$ cat config.mk
export PLATFORM = sky130hd
export DESIGN_NAME = axi_sram_write_slave
export DESIGN_NICKNAME = d
export VERILOG_FILES = /design/src/rtl/axi_sram_write_slave.sv
export SDC_FILE = /design/constraint.sdc
export NUM_CORES = 1
export LEC_CHECK = 0
export CORE_ASPECT_RATIO = 0.9
export CORE_MARGIN = 4
export CORE_UTILIZATION = 39
export CTS_BUF_LIST = sky130_fd_sc_hd__clkbuf_2 sky130_fd_sc_hd__clkbuf_4 sky130_fd_sc_hd__clkbuf_8
export CTS_CLUSTER_DIAMETER = 200
export CTS_CLUSTER_SIZE = 10
export DETAILED_ROUTE_END_ITERATION = 7
export PLACE_DENSITY = 0.95
export SYNTH_ARGS = -nofsm -noshare
export SYNTH_HDL_FRONTEND = slang
export SYNTH_SLANG_ARGS = --single-unit
export TNS_END_PERCENT = 30
$ cat constraint.sdc
create_clock -name ACLK -period 3.69 [get_ports ACLK]
set_input_delay 0.738 -clock ACLK [delete_from_list [all_inputs] [get_ports ACLK]]
set_output_delay 0.738 -clock ACLK [all_outputs]
set_load 0.005 [all_outputs]
$ cat src/rtl/axi_sram_write_slave.sv
// AXI4 write-channel slave that turns each W beat of a single outstanding AW burst into one SRAM write.
// Drives a word-addressed synchronous SRAM with active-low chip/byte enables and returns a single B response.
module axi_sram_write_slave #(
  parameter  int ID_W   = 8,
  parameter  int ADDR_W = 14,
  parameter  int DATA_W = 32,
  localparam int STRB_W = DATA_W / 8
) (
  input  logic              ACLK,
  input  logic              ARESETn,
  input  logic [ID_W-1:0]   AWID,
  input  logic [31:0]       AWADDR,
  input  logic [3:0]        AWLEN,
  input  logic [2:0]        AWSIZE,
  input  logic [1:0]        AWBURST,
  input  logic              AWVALID,
  output logic              AWREADY,
  input  logic [DATA_W-1:0] WDATA,
  input  logic [STRB_W-1:0] WSTRB,
  input  logic              WLAST,
  input  logic              WVALID,
  output logic              WREADY,
  output logic [ID_W-1:0]   BID,
  output logic [1:0]        BRESP,
  output logic              BVALID,
  input  logic              BREADY,
  output logic              SRAM_CEB,
  output logic [STRB_W-1:0] SRAM_WEB,
  output logic [ADDR_W-1:0] SRAM_A,
  output logic [DATA_W-1:0] SRAM_DI
);

  typedef enum logic [1:0] {
    S_IDLE,
    S_WDATA,
    S_WRESP
  } state_e;

  state_e              state_q, state_d;
  logic [ID_W-1:0]     id_q,    id_d;
  logic [ADDR_W-1:0]   addr_q,  addr_d;
  logic [3:0]          len_q,   len_d;
  logic [1:0]          burst_q, burst_d;
  logic [3:0]          cnt_q,   cnt_d;
  logic                err_q,   err_d;
  logic                ill_q,   ill_d;

  logic                last_beat;
  logic                unused_awaddr;

  assign unused_awaddr = ^{AWADDR[31:ADDR_W+2], AWADDR[1:0]};
  assign last_beat     = (cnt_q == len_q);

  always_ff @(posedge ACLK or negedge ARESETn) begin
    if (!ARESETn) begin
      state_q <= S_IDLE;
      id_q    <= '0;
      addr_q  <= '0;
      len_q   <= '0;
      burst_q <= '0;
      cnt_q   <= '0;
      err_q   <= 1'b0;
      ill_q   <= 1'b0;
    end else begin
      state_q <= state_d;
      id_q    <= id_d;
      addr_q  <= addr_d;
      len_q   <= len_d;
      burst_q <= burst_d;
      cnt_q   <= cnt_d;
      err_q   <= err_d;
      ill_q   <= ill_d;
    end
  end

  // ill_q only suppresses SRAM writes; err_q also collects WLAST mismatches for BRESP.
  always_comb begin
    state_d = state_q;
    id_d    = id_q;
    addr_d  = addr_q;
    len_d   = len_q;
    burst_d = burst_q;
    cnt_d   = cnt_q;
    err_d   = err_q;
    ill_d   = ill_q;
    unique case (state_q)
      S_IDLE: begin
        if (AWVALID) begin
          state_d = S_WDATA;
          id_d    = AWID;
          addr_d  = AWADDR[ADDR_W+1:2];
          len_d   = AWLEN;
          burst_d = AWBURST;
          cnt_d   = '0;
          ill_d   = AWBURST[1] || (AWSIZE != 3'b010);
          err_d   = ill_d;
        end
      end
      S_WDATA: begin
        if (WVALID) begin
          cnt_d = cnt_q + 4'd1;
          if (burst_q == 2'b01) begin
            addr_d = addr_q + 1'b1;
          end
          if (WLAST != last_beat) begin
            err_d = 1'b1;
          end
          if (last_beat) begin
            state_d = S_WRESP;
          end
        end
      end
      S_WRESP: begin
        if (BREADY) begin
          state_d = S_IDLE;
        end
      end
      default: state_d = S_IDLE;
    endcase
  end

  // Handshake readies come from state only; AWREADY is held low while reset is asserted.
  always_comb begin
    AWREADY  = 1'b0;
    WREADY   = 1'b0;
    BVALID   = 1'b0;
    SRAM_CEB = 1'b1;
    SRAM_WEB = '1;
    SRAM_DI  = '0;
    unique case (state_q)
      S_IDLE:  AWREADY = ARESETn;
      S_WDATA: begin
        WREADY = 1'b1;
        if (WVALID && !ill_q) begin
          SRAM_CEB = 1'b0;
          SRAM_WEB = ~WSTRB;
          SRAM_DI  = WDATA;
        end
      end
      S_WRESP: BVALID = 1'b1;
      default: ;
    endcase
  end

  assign SRAM_A = addr_q;
  assign BID    = id_q;
  assign BRESP  = err_q ? 2'b10 : 2'b00;

endmodule

==> flow_summary.json, run 1 <==
{
  "status": "finished, final reports clean",
  "min_period_ns": 3.21,
  "placementRows": 25,
  "syn_to_final_growth_pct": 68.9,
  "critical-path-max-stage-delay_ns": 0.50,
  "synth-compound-area-share": 0.153,
  "final_core_utilization": 0.691,
  "cp.arrival_ns": 2.47,
  "dp_cells": 418,
  "io_pins": 155,
  "critPathSlowestCell": "clkdlybuf4s50_1",
  "synth_edf_count": 0,
  "synthFlopType": "dfrtp_1",
  "setup_viol": 0,
  "critical_path_class": "reg -> out",
  "hold_class": "in -> async",
  "synthesis.area_um2": 2190,
  "clk_latency_ns": 0.29,
  "tritoncts": "done",
  "r2r-end": "SRAM_A[10]$_DFFE_PN0P_",
  "port_buffers": 135,
  "worstSetupStartpointType": "register",
  "chipHeight_um": 79.0,
  "path_cells": "nand2b_1, inv_4, nand2_2, nor2_4, buf_4, and2_1, clkdlybuf4s50_1",
  "max-slew-margin-rel": 0.521,
  "yosysSeqAreaShare": 0.412,
  "cap_violations": 0,
  "hold_viol": 0,
  "synth_top_area_cell": "dfrtp_1",
  "synth-seq-cells": 36,
  "syn_inst": 229,
  "reg2regPathDepth": 4,
  "num_vias": 2277,
  "grt_max_degree": 38,
  "total_power_mw": 2.38,
  "core_um2": 5350,
  "cp_max_fo": 37,
  "track_usage": 0.206,
  "synth_area_per_cell_um2": 9.55,
  "cts_inserted_buffers": 5,
  "wl_met2_um": 3810,
  "clk_path_buf_depth": 2,
  "die_w_um": 86.9,
  "synth_top_area_frac": 0.412,
  "drtAntennaViolNets": 0,
  "wirelength_um": 7140,
  "async_flop_share": 1.00,
  "layout-drive-gt1-share": 0.109,
  "post_cts_buffers": 0,
  "first_pass_iters": 4,
  "power_density_nw_per_um2": 643,
  "synthAdderAreaFrac": 0.0114,
  "slew_violations": 0,
  "crit_required_ns": 2.95,
  "hold_buffers": 0,
  "drt_iter0_markers": 160,
  "synthMuxAreaShare": 0.0772,
  "cp-end-kind": "primary output",
  "initial_core_util": 0.409,
  "antenna_found_initial": 0,
  "numClockSinks": 36,
  "root_buffer": "clkbuf_8",
  "dieArea_um2": 6870,
  "h-tree-depth": 2,
  "fin_skew_ns": 0.00836,
  "period_share": 0.869,
  "fmax_mhz": 312,
  "rsz0062_at_grt": "false",
  "wl_met1_um": 2460,
  "grt_pass1_vias": 2180,
  "hpwl_um": 5610,
  "ir_drop_mv": 0.451,
  "drc": 0,
  "synthSimpleGateAreaFrac": 0.261,
  "antenna_cells": 0,
  "tns_ns": 0,
  "synth_warnings": 0,
  "post_drt_wl_per_cell_um": 16.8,
  "synth_cell_type_count": 48,
  "yosys.area_share.xor_xnor": 0.0200,
  "grt_first_pass_wirelength_um": 11000,
  "synthTopCellsByArea": "dfrtp_1, and2_1, mux2_2",
  "avgViaCountPerCell": 5.35,
  "p_leak_nw": 1.47,
  "critical_path_buf_inv_count": 3,
  "synth_top_family_by_area": "simple AND/OR/NAND/NOR gates",
  "path_clk_slew_ns": 0.08,
  "cts_resized": 0,
  "grt_overflow": 0,
  "r2r_slack_ns": 1.85,
  "nets": 451,
  "tightest_slew_ns": 0.718,
  "timing.rr.start": "state_q[0]$_DFFE_PN0P_",
  "syn_nets": 322,
  "gp_congestion": 0.833,
  "cpLargestDelayFamily": "buffers and inverters",
  "top_layer": "met4",
  "finalNonFillerCells": 426,
  "wl_met3_um": 746
}
==> metal layers <==
| layer | track usage | up-vias |
|---|---|---|
| met5 | 0 | - |
| met4 | 0.0592 | 0 |
| met3 | 0.0529 | 9 |
| met2 | 0.385 | 123 |
| met1 | 0.226 | 1078 |
| li1 | - | 1067 |
==> final cells by class <==
cell class	instances	area [µm²]
Clock buffer	5	68.8
Inverter	3	13.8
Fill cell	402	1660
Clock inverter	3	90.1
Tap cell	67	83.8
Timing Repair Buffer	140	1380
Sequential cell	36	901
Multi-Input combinational cell	172	1150
==> Yosys cell counts (all sizes together), types with 2 or more instances <==
| cell type | instances |
|---|---|
| and3 | 2 |
| o21ai | 13 |
| a31oi | 2 |
| nor3b | 5 |
| o22ai | 3 |
| ha | 2 |
| nand2 | 23 |
| dfrtp | 36 |
| nand4 | 5 |
| and2 | 33 |
| nand2b | 2 |
| buf | 17 |
| xor2 | 5 |
| mux2 | 15 |
| a2bb2oi | 4 |
| a21oi | 18 |
| nor2 | 9 |
| inv | 3 |
| a21o | 2 |
| a32o | 2 |
| nand3 | 7 |
| a41o | 2 |
| and4 | 2 |
==> layout by cell type (no fill, tap or decap), drive strengths merged, types with 4 or more instances in the layout <==
| cell type | synthesis | routed |
|---|---|---|
| clkbuf | 1 | 5 |
| nor2 | 9 | 9 |
| nand3 | 7 | 7 |
| clkdlybuf4s50 | 0 | 134 |
| xor2 | 5 | 5 |
| a2bb2oi | 4 | 4 |
| dfrtp | 36 | 36 |
| and2 | 33 | 33 |
| mux2 | 15 | 15 |
| nand2 | 23 | 23 |
| o21ai | 13 | 13 |
| buf | 17 | 6 |
| nor3b | 5 | 5 |
| a21oi | 18 | 18 |
| nand4 | 5 | 5 |
==> logic make-up after synthesis <==
family | Yosys count
buffers and inverters | 21
adder cells (fa/ha/maj) | 2
AO/OA/AOI/OAI | 51
other | 1
XOR/XNOR | 5
multiplexers | 15
flip-flops | 36
AND/OR/NAND/NOR | 98
==> sequential cells by signal, summed over array words and instances, names as in the netlist <==
| register | count |
|---|---|
| SRAM_A | 14 |
| BID | 8 |
| cnt_q | 4 |
| len_q | 4 |
| burst_q | 2 |
| state_q | 2 |
| err_q | 1 |
| ill_q | 1 |
==> worst max-delay path by stage <==
| stage | startpoint | endpoint | cells past startpoint |
|---|---|---|---|
| floorplan | state_q[1]$_DFFE_PN0P_ | SRAM_DI[26] | 7 |
| global placement | WVALID | SRAM_DI[0] | 6 |
| detailed placement | WVALID | SRAM_DI[0] | 6 |
| CTS | state_q[1]$_DFFE_PN0P_ | SRAM_DI[0] | 7 |
| global route | state_q[1]$_DFFE_PN0P_ | SRAM_DI[19] | 7 |
| finish | state_q[1]$_DFFE_PN0P_ | SRAM_DI[0] | 7 |
==> worst register-to-register path, cell delays in order (launching register included) <==
cell,delay [ns]
dfrtp_1,0.46
nand2b_1,0.24
a21oi_2,0.61
o221ai_1,0.29
a21oi_1,0.17
==> where the power goes <==
group / internal (mW) / switching (mW)
logic: 0.628 / 0.486
clock network: 0.338 / 0.146
registers: 0.578 / 0.200
==> metrics by stage <==
stage / cell area, µm² / hold WS, ns / worst slack (ns)
3_5_place_dp: 3530 / 0.498 / 0.558
3_3_place_gp: 3530 / 0.489 / 0.543
5_1_grt: 3690 / 0.530 / 0.300
6_report: 3690 / 0.510 / 0.483
4_1_cts: 3690 / 0.514 / 0.479
2_1_floorplan: 2190 / 0.442 / 1.66
(Power assumes the default switching activity.)
==> inputs of run 2 (changes only) <==
--- a/config.mk
+++ b/config.mk
@@ -7,12 +7,13 @@
 export LEC_CHECK = 0
 export CORE_ASPECT_RATIO = 0.9
 export CORE_MARGIN = 4
-export CORE_UTILIZATION = 39
+export CORE_UTILIZATION = 52
 export CTS_BUF_LIST = sky130_fd_sc_hd__clkbuf_2 sky130_fd_sc_hd__clkbuf_4 sky130_fd_sc_hd__clkbuf_8
 export CTS_CLUSTER_DIAMETER = 200
 export CTS_CLUSTER_SIZE = 10
 export DETAILED_ROUTE_END_ITERATION = 7
-export PLACE_DENSITY = 0.95
+export DONT_BUFFER_PORTS = 1
+export PLACE_DENSITY = 0.76
 export SYNTH_ARGS = -nofsm -noshare
 export SYNTH_HDL_FRONTEND = slang
 export SYNTH_SLANG_ARGS = --single-unit
==> flow_summary.json, run 2 (synthesis gave the netlist of run 1 again) <==
{
  "status": "finished, final reports clean",
  "final_cell_area_um2": 2230,
  "track_usage": 0.208,
  "fin_skew_ns": 0.00533,
  "post_cts_buffers": 0,
  "path_clk_slew_ns": 0.08,
  "syn_to_final_growth_pct": 1.95,
  "max-slew-margin-rel": 0.546,
  "io_pins": 155,
  "wl_met3_um": 550,
  "grt_pass1_vias": 1652,
  "wl_met2_um": 2900,
  "critPathSlowestCell": "dfrtp_1",
  "crit_required_ns": 2.95,
  "numClockSinks": 36,
  "largest_reg_flops": 14,
  "top_layer": "met4",
  "placementRows": 22,
  "rsz0062_at_grt": "false",
  "grt_max_degree": 38,
  "port_buffers": 0,
  "first_pass_iters": 4,
  "h-tree-depth": 2,
  "hpwl_um": 4360,
  "fmax_mhz": 354,
  "tns_ns": 0,
  "nets": 313,
  "min_period_ns": 2.83,
  "critical-path-max-stage-delay_ns": 0.47,
  "hold_viol": 0,
  "path_cells": "nand2b_1, inv_4, nand2_2, nor2_4, and2_1",
  "initial_core_util": 0.537,
  "slew_violations": 0,
  "cts_inserted_buffers": 5,
  "clk_path_buf_depth": 2,
  "die_w_um": 76.4,
  "hold_buffers": 0,
  "dp_slack_ns": 1.18,
  "cp.arrival_ns": 2.09,
  "cp-end-kind": "primary output",
  "critical_path_class": "reg -> out",
  "clk_latency_ns": 0.29,
  "antenna_cells": 0,
  "ir_drop_mv": 0.397,
  "grt_first_pass_wirelength_um": 8760,
  "cp_max_fo": 37,
  "placed_area_um2": 2140,
  "root_buffer": "clkbuf_8",
  "gp_congestion": 0.784,
  "cap_violations": 0,
  "critical_path_buf_inv_count": 1,
  "core_um2": 4070,
  "layout-drive-gt1-share": 0.158,
  "power_density_nw_per_um2": 797,
  "post_drt_wl_per_cell_um": 21.0,
  "wirelength_um": 5660,
  "drt_iter0_markers": 144,
  "p_leak_nw": 0.907,
  "fin_hold_ws_ns": 0.138,
  "antenna_found_initial": 0,
  "chipHeight_um": 69.5,
  "grt_overflow": 0,
  "worst_slack_ns": 0.863,
  "drc": 0,
  "dieArea_um2": 5310,
  "final_common_cell": "dfrtp_1",
  "mostFrequentLayoutCells": "dfrtp_1, and2_1, nand2_1",
  "cts_resized": 0,
  "hold_class": "in -> async",
  "num_vias": 1733,
  "drtAntennaViolNets": 0,
  "wl_met1_um": 2150,
  "cpLargestDelayFamily": "simple AND/OR/NAND/NOR gates",
  "setup_viol": 0,
  "tritoncts": "done",
  "tightest_slew_ns": 0.682,
  "worstSetupStartpointType": "register",
  "avgViaCountPerCell": 6.44,
  "period_share": 0.766,
  "total_power_mw": 1.78
}
run 2: cell types whose count changed in the layout (fill, tap and decap cells not counted):
cell / change
buf_2: -1
clkinv_2: +2
clkinv_4: +1
buf_4: -3
bufinv_16: -3
clkdlybuf4s50_1: -134
run 2: worst paths after layout:
path                                        start  cells after the start                endpoint  slack [ns]
setup / recovery           state_q[1]$_DFFE_PN0P_                      5              SRAM_DI[1]        0.86
hold / removal                            ARESETn                      0      BID[3]$_DFFE_PN0P_        0.14
setup reg to reg           state_q[0]$_DFFE_PN0P_                      4  SRAM_A[10]$_DFFE_PN0P_        1.89
hold reg to reg            burst_q[1]$_DFFE_PN0P_                      1  burst_q[1]$_DFFE_PN0P_        0.53
max in group asynchronous                 ARESETn                      0  state_q[1]$_DFFE_PN0P_        3.46
min in group ACLK          burst_q[1]$_DFFE_PN0P_                      1  burst_q[1]$_DFFE_PN0P_        0.53
run 2: area by class of cell:
| type | count | area (µm²) |
|---|---|---|
| fill | 365 | 1840 |
| multi-input combinational | 172 | 1150 |
| sequential | 36 | 901 |
| clock buffer | 5 | 68.8 |
| tap | 48 | 60.1 |
| clock inverter | 3 | 18.8 |
| timing repair buffer | 2 | 15.0 |
| inverter | 3 | 13.8 |
run 2: metal layers:
layer	track usage	up-vias
met3	0.0558	5
li1	-	790
met5	0	-
met1	0.256	828
met4	0.0563	0
met2	0.359	110
run 2: report_power, final:
group | internal (mW) | switching, mW | total (mW)
registers | 0.579 | 0.224 | 0.803
logic | 0.317 | 0.380 | 0.697
clock network | 0.131 | 0.144 | 0.275
total | 1.03 | 0.748 | 1.78
run 2: stage by stage:
step,cells,util
finish,269,0.547
global route,269,0.547
CTS,269,0.547
detailed placement,261,0.526
global placement,261,0.526
floorplan,229,-
